`src/rtl/loader_pkg.sv`:
```
// Shared types and constants for the instruction-memory program loader.
// Latency: n/a (types and constants only).
// Backpressure: n/a.
package loader_pkg;

    // Frame parser states; every state other than DONE keeps the core in reset.
    typedef enum logic [2:0] {
        IDLE   = 3'd0,
        HDR_HI = 3'd1,
        LOAD   = 3'd2,
        CHECK  = 3'd3,
        DONE   = 3'd4,
        ERROR  = 3'd5
    } loader_state_t;

    // Number of header bytes (little-endian 16-bit word count) ahead of the payload.
    localparam int unsigned HDR_LEN = 2;

    // Assemble the 16-bit word count from its two header bytes.
    function automatic logic [15:0] form_count(input logic [7:0] lo, input logic [7:0] hi);
        return {hi, lo};
    endfunction

endpackage

```
`src/rtl/byte_packer.sv`:
```
// Packs a byte stream into 32-bit little-endian words and keeps a running XOR of every byte.
// Latency: word_vld_o/word_o are combinational with the 4th byte strobe; checksum updates on the next edge.
// Backpressure: none; every strobed byte is consumed.
module byte_packer (
    input  logic        clk_i,
    input  logic        rst_i,
    input  logic        clear_i,
    input  logic        byte_vld_i,
    input  logic [7:0]  byte_i,
    output logic        word_vld_o,
    output logic [31:0] word_o,
    output logic [7:0]  csum_o
);

    logic [1:0]  idx_q;
    logic [23:0] lanes_q;
    logic [7:0]  acc_q;

    // Byte index, the three low lanes of the word in progress, and the XOR accumulator.
    always_ff @(posedge clk_i or posedge rst_i) begin
        if (rst_i) begin
            idx_q   <= 2'd0;
            lanes_q <= 24'd0;
            acc_q   <= 8'd0;
        end else if (clear_i) begin
            idx_q   <= 2'd0;
            lanes_q <= 24'd0;
            acc_q   <= 8'd0;
        end else if (byte_vld_i) begin
            idx_q <= idx_q + 2'd1;
            acc_q <= acc_q ^ byte_i;
            case (idx_q)
                2'd0:    lanes_q[7:0]   <= byte_i;
                2'd1:    lanes_q[15:8]  <= byte_i;
                2'd2:    lanes_q[23:16] <= byte_i;
                default: lanes_q        <= lanes_q;
            endcase
        end
    end

    // The top lane never needs storage: the word is complete the moment it arrives.
    always_comb begin
        word_vld_o = byte_vld_i && (idx_q == 2'd3);
        word_o     = {byte_i, lanes_q};
        csum_o     = acc_q;
    end

endmodule

```
`src/rtl/inst_loader.sv`:
```
// Frame-driven loader that writes received words into instruction RAM and releases the core on a good checksum.
// Latency: RAM write pulse one cycle after the byte completing a word; state changes one cycle after each byte.
// Backpressure: none; bytes are strobes, and bytes arriving in DONE/ERROR are dropped.
module inst_loader
    import loader_pkg::*;
#(
    parameter int unsigned DEPTH          = 128,
    parameter int unsigned ADDR_W         = 12,
    parameter int unsigned TIMEOUT_CYCLES = 1000000
) (
    input  logic              clk_100mhz,
    input  logic              rst_in,
    input  logic              byte_valid_in,
    input  logic [7:0]        byte_in,
    input  logic              rearm_in,
    output logic              inst_we_out,
    output logic [ADDR_W-1:0] inst_addr_out,
    output logic [31:0]       inst_data_out,
    output logic              cpu_rst_out,
    output logic              done_out,
    output logic              error_out,
    output logic [15:0]       words_loaded_out
);

    localparam int unsigned TMO_W   = $clog2(TIMEOUT_CYCLES + 1);
    localparam logic [TMO_W-1:0] TMO_LAST = TMO_W'(TIMEOUT_CYCLES - 1);
    localparam logic [15:0] DEPTH16 = 16'(DEPTH);

    loader_state_t     state_q, state_d;
    logic [7:0]        cnt_lo_q, cnt_lo_d;
    logic [15:0]       n_q, n_d;
    logic [15:0]       wcnt_q, wcnt_d;
    logic              we_q, we_d;
    logic [ADDR_W-1:0] addr_q, addr_d;
    logic [31:0]       data_q, data_d;
    logic [TMO_W-1:0]  tmo_q, tmo_d;

    logic              pk_clear;
    logic              pk_vld;
    logic              pk_word_vld;
    logic [31:0]       pk_word;
    logic [7:0]        pk_csum;
    logic [15:0]       n_rx;
    logic [ADDR_W+15:0] wcnt_ext;

    // Packer restarts on every count_hi byte and only sees bytes while loading payload.
    assign pk_clear = (state_q == HDR_HI) && byte_valid_in;
    assign pk_vld   = (state_q == LOAD) && byte_valid_in;

    byte_packer u_packer (
        .clk_i      (clk_100mhz),
        .rst_i      (rst_in),
        .clear_i    (pk_clear),
        .byte_vld_i (pk_vld),
        .byte_i     (byte_in),
        .word_vld_o (pk_word_vld),
        .word_o     (pk_word),
        .csum_o     (pk_csum)
    );

    assign n_rx     = form_count(cnt_lo_q, byte_in);
    assign wcnt_ext = {{ADDR_W{1'b0}}, wcnt_q};

    // Frame FSM, write-port staging and the inter-byte idle timeout.
    always_comb begin
        state_d  = state_q;
        cnt_lo_d = cnt_lo_q;
        n_d      = n_q;
        wcnt_d   = wcnt_q;
        we_d     = 1'b0;
        addr_d   = addr_q;
        data_d   = data_q;
        tmo_d    = tmo_q;

        case (state_q)
            IDLE: begin
                tmo_d = '0;
                if (byte_valid_in) begin
                    cnt_lo_d = byte_in;
                    state_d  = HDR_HI;
                end
            end
            HDR_HI: begin
                if (byte_valid_in) begin
                    n_d = n_rx;
                    if (n_rx > DEPTH16) begin
                        state_d = ERROR;
                    end else if (n_rx == 16'd0) begin
                        wcnt_d  = 16'd0;
                        state_d = CHECK;
                    end else begin
                        wcnt_d  = 16'd0;
                        state_d = LOAD;
                    end
                end
            end
            LOAD: begin
                // Counters advance in the write cycle itself; the RAM address is the pre-increment count.
                if (pk_word_vld) begin
                    we_d   = 1'b1;
                    addr_d = wcnt_ext[ADDR_W-1:0];
                    data_d = pk_word;
                    wcnt_d = wcnt_q + 16'd1;
                    if (wcnt_q + 16'd1 == n_q) begin
                        state_d = CHECK;
                    end
                end
            end
            CHECK: begin
                if (byte_valid_in) begin
                    state_d = (byte_in == pk_csum) ? DONE : ERROR;
                end
            end
            DONE, ERROR: begin
                tmo_d = '0;
                if (rearm_in) begin
                    state_d = IDLE;
                end
            end
            default: begin
                state_d = IDLE;
            end
        endcase

        // A byte always restarts the idle count; timeout only fires on a byte-free cycle.
        if ((state_q == HDR_HI) || (state_q == LOAD) || (state_q == CHECK)) begin
            if (byte_valid_in) begin
                tmo_d = '0;
            end else if (tmo_q == TMO_LAST) begin
                tmo_d   = '0;
                state_d = ERROR;
            end else begin
                tmo_d = tmo_q + 1'b1;
            end
        end
    end

    // State and datapath registers; reset lands directly on the hold-in-reset values.
    always_ff @(posedge clk_100mhz or posedge rst_in) begin
        if (rst_in) begin
            state_q  <= IDLE;
            cnt_lo_q <= 8'd0;
            n_q      <= 16'd0;
            wcnt_q   <= 16'd0;
            we_q     <= 1'b0;
            addr_q   <= '0;
            data_q   <= 32'd0;
            tmo_q    <= '0;
        end else begin
            state_q  <= state_d;
            cnt_lo_q <= cnt_lo_d;
            n_q      <= n_d;
            wcnt_q   <= wcnt_d;
            we_q     <= we_d;
            addr_q   <= addr_d;
            data_q   <= data_d;
            tmo_q    <= tmo_d;
        end
    end

    // Status outputs decode straight from the state register so reset takes effect at once.
    always_comb begin
        inst_we_out      = we_q;
        inst_addr_out    = addr_q;
        inst_data_out    = data_q;
        words_loaded_out = wcnt_q;
        cpu_rst_out      = (state_q != DONE);
        done_out         = (state_q == DONE);
        error_out        = (state_q == ERROR);
    end

endmodule
```
`config.mk`:
```
export PLATFORM = sky130hd
export DESIGN_NAME = inst_loader
export DESIGN_NICKNAME = d
export VERILOG_FILES = /design/src/rtl/loader_pkg.sv /design/src/rtl/byte_packer.sv /design/src/rtl/inst_loader.sv
export SDC_FILE = /design/constraint.sdc
export NUM_CORES = 1
export LEC_CHECK = 0
export ABC_AREA = 1
export CAP_MARGIN = 40
export CORE_MARGIN = 2
export CORE_UTILIZATION = 30
export DETAILED_ROUTE_END_ITERATION = 12
export RECOVER_POWER = 50
export SYNTH_ARGS = -nofsm -noshare
export SYNTH_HDL_FRONTEND = slang
export SYNTH_SLANG_ARGS = --single-unit
```
`constraint.sdc`:
```
create_clock -name clk_100mhz -period 7 [get_ports clk_100mhz]
set_clock_uncertainty 0.15 [all_clocks]
set_input_delay 1.4 -clock clk_100mhz [delete_from_list [all_inputs] [get_ports clk_100mhz]]
set_output_delay 1.4 -clock clk_100mhz [all_outputs]
set_load 0.005 [all_outputs]
```
==> impl.org <==
** Outcome
- The flow ran to the end, but the final reports show violations.
- Violations in the final reports :: max-capacitance violations, max-slew violations

** Critical path
- At the worst endpoint, the required time is 6.91 ns.
- Slack of the worst reg-to-reg path :: about 3.6 ns
- In this run the worst path has a maximum fanout of 40.
- In this run the critical register-to-register path is captured at words_loaded_out[2]$_DFFE_PP0P_.
- The number of cells on the worst reg-to-reg path is 8.
- Crit Reg-Reg Startpoint :: state_q[1]$_DFF_PP0_
- STA classifies the critical path endpoint as an async pin.
- Worst setup endpoint :: inst_data_out[17]$_DFFE_PP0P_
- The worst setup path is launched from an input pin.
- The critical path starts at rst_in.
- Classification of the worst setup path :: input pin to async pin
- Critical Path AT :: 4.62 ns

** Layout
- The repair_antennas step left the layout with diodes totalling 0.
- The finished layout holds between 1000 and 1500 standard cells, fillers aside.
- After filler insertion, the fill cell instance count of the layout stands at 2304.
- Layout cells sized above 1 :: 6.568%
- For this run, the share of the core covered by cells in the final layout is 37.54%.
- Area overhead of the layout relative to synthesis :: 23.57%
- In the final design database the tool counted 950 nets.
- The finished cells cover between 0.008 and 0.009 mm^2.

** Floorplanning
- Die span in y :: 155.2 um
- The die is 155.2 um wide.
- After floorplanning, the core was divided into 55 placement rows.
- Total I/O pin count :: 76
- Starting utilization of the core area :: 30.38%
- Placeable core area :: 0.02257 mm^2
- The die covers 0.02409 mm^2.

** STA
- In the final timing run, aggregate negative setup slack is 0 ns.
- Setup repair after global routing missed its margin :: no
- The routed design could run at a clock period as short as 4.711 ns.
- Worst slew margin relative to its limit :: -49.50%
- Final worst path period share :: 67.30%
- Worst slew pin tran :: 2.243 ns
- Final Slew Violations :: 76
- Final hold viol count :: 0
- Worst hold-check slack :: about 0.33 ns
- Setup violations, final :: 0
- Derived from the worst setup path, the maximum achievable clock frequency is 0.2123 GHz.

** Detailed routing
- Average via count per standard cell :: 4.710
- Drt total wl :: approximately 17000 um
- Per-cell routed wire length :: 14.03 um
- The first detailed-routing pass ran for 5 iterations.
- After detailed routing, the number of remaining DRC violations is 0.
- The routed layout has 5788 vias.
- In this run the remaining antenna-violating nets after routing total 0.
- Starting DRT DRC Count :: 436

** Clock tree
- Total number of H-tree levels :: 4
- Worst skew pair latency :: 0.43 ns
- The tree is rooted in a sky130_fd_sc_hd__clkbuf_16.
- Clock transition at the registers of the reported paths :: ~0.060 ns
- # resized after CTS :: 0
- CTS Buf Count :: 17
- Counting every sink on the clock net gives 142.
- Max Buffers Root-to-Sink :: 2
- Clock tree from TritonCTS :: built
- Buffers inserted by post-CTS timing repair :: 0
- Number of buffers inserted by hold repair at cts :: 0

** Power and ir drop
- In this run the power density over the cells is 253.3 mW/mm^2.
- Worst vdd rail ir drop :: between 0.15 and 0.2 mV
- For this design the static power due to leakage is slightly above 4 nW.

** Logic synthesis
- Counting flops with a built-in enable in the synthesized netlist gives 0.
- The largest total area in the synthesized netlist belongs to sky130_fd_sc_hd__dfrtp_1.
- After synthesis, the share of flip-flops with an asynchronous set or reset is 100.0%.
- Post-Synthesis Cells :: 856
- Syn. warnings :: 0
- Counting every net in the synthesized netlist gives slightly below 900.
- In the synthesized netlist, the cells that appear most often are sky130_fd_sc_hd__nand2_1 (301), sky130_fd_sc_hd__dfrtp_1 (142), sky130_fd_sc_hd__inv_1 (90).
- Top cell type's share of synthesized area :: 51.82%
- Library cell with the highest instance count after synthesis :: sky130_fd_sc_hd__nand2_1
- Most common flop cell mapped by yosys :: sky130_fd_sc_hd__dfrtp_1
- Yosys cell types :: 38
- In this run the cell area of the synthesized design comes to approximately 0.0069 mm^2.
- Syn avg cell area :: 8.011 um^2
- Area contributors post-synth :: sky130_fd_sc_hd__dfrtp_1 (52%), sky130_fd_sc_hd__nand2_1 (16%), sky130_fd_sc_hd__nand3_1 (5.8%)
- Share of the yosys chip area belonging to registers :: 51.82%
- In this run, synthesis produced a sequential element count of 142.

** Flow run
- Across the run, the number of max-cap violations was 2.

** Place
- Input/output buffers :: 75
- Final weighted congestion in routability-driven placement :: 0.8124
- After detailed placement, the design holds a cell count of around 1200.
- After legalization and detailed placement, the total HPWL measured 12260 um.
- Area of placed instances :: 0.007943 mm^2

** Global route
- GR Overflow Total :: 0
- Largest net degree at the start of global routing :: 70
- Global Route Usage Sum :: 15.13%
- The number of antenna violations at the first check in global routing came to 1.
- The via count of the first global-routing pass was between 5000 and 6000.
- Wire length of the first global-routing pass :: ~29000 um

** Min path
- The min-delay analysis places its worst path in the category flop to flop.
- The worst hold path begins at u_packer.lanes_q[10]$_DFFE_PP0P_.
-- how the worst min path moves through the flow --
stage / slack (ns) / depth (start not counted) / endpoint
3_3_place_gp: 0.30 / 2 / inst_data_out[10]$_DFFE_PP0P_
6_report: 0.33 / 2 / inst_data_out[10]$_DFFE_PP0P_
3_5_place_dp: 0.31 / 2 / inst_data_out[18]$_DFFE_PP0P_
5_1_grt: 0.35 / 2 / inst_data_out[9]$_DFFE_PP0P_
2_1_floorplan: 0.29 / 2 / inst_data_out[0]$_DFFE_PP0P_
4_1_cts: 0.33 / 2 / inst_data_out[10]$_DFFE_PP0P_
-- logic make-up after synthesis --
logic type | Yosys count | share of synthesized area, %
AO/OA/AOI/OAI | 102 | 7.991
XOR/XNOR | 19 | 2.627
adder cells (fa/ha/maj) | 6 | 1.095
buffers and inverters | 121 | 7.061
flip-flops | 142 | 51.82
AND/OR/NAND/NOR | 466 | 29.41
-- power breakdown --
group / switching [W] / total (W) / internal (W)
Sequential: 0.0000607 / 0.000954 / 0.000893
Clock: 0.000361 / 0.000858 / 0.000497
Combinational: 0.000225 / 0.000335 / 0.000110
-- placed cells by master (no fill, tap or decap), drive strengths merged, types with 2 or more instances in the layout --
cell type      count
nand2            304
dfrtp            142
inv               99
nand3             82
o21ai             82
clkdlybuf4s50     56
nor2              51
dlygate4sd3       19
clkbuf            19
nand4             16
xor2              15
nor3               9
clkinv             9
o22ai              6
ha                 6
a21oi              4
buf                4
xnor2              3
o31ai              3
nand3b             2
clkinvlp           2
-- through the flow --
step                setup slack, ns  total power, W
floorplan                     1.640        0.001196
global placement              2.757        0.001302
detailed placement            3.060        0.001310
CTS                           3.467        0.002174
global route                  1.671        0.002266
finish                        2.289        0.002147
-- layer usage --
layer	track usage (%)	share of wire [%]
met5	0	0.075
met4	4.194	1.2
met3	3.398	3.8
met2	23.51	45
met1	21.33	49
-- worst max-delay path: stages --
cell,delay (ns)
sky130_fd_sc_hd__dlygate4sd3_1,0.55
sky130_fd_sc_hd__clkinvlp_2,0.97
sky130_fd_sc_hd__clkbuf_1,1.67
-- cell type report --
class	instances	area, um^2	share of cell area, %
timing repair buffer	80	824.5	9.730
tap	285	356.6	4.208
clock inverter	13	115.1	1.358
multi-input combinational	593	2816	33.23
inverter	98	369.1	4.356
sequential	142	3553	41.93
clock buffer	18	439.2	5.182
-- registers in the layout (all words and copies together), names as in the netlist --
signal	cells
inst_data_out	32
u_packer.lanes_q	24
tmo_q	20
n_q	16
words_loaded_out	16
inst_addr_out	12
cnt_lo_q	8
u_packer.csum_o	8
state_q	3
u_packer.idx_q	2
inst_we_out	1
No activity file was read; power rests on OpenSTA's default activity.
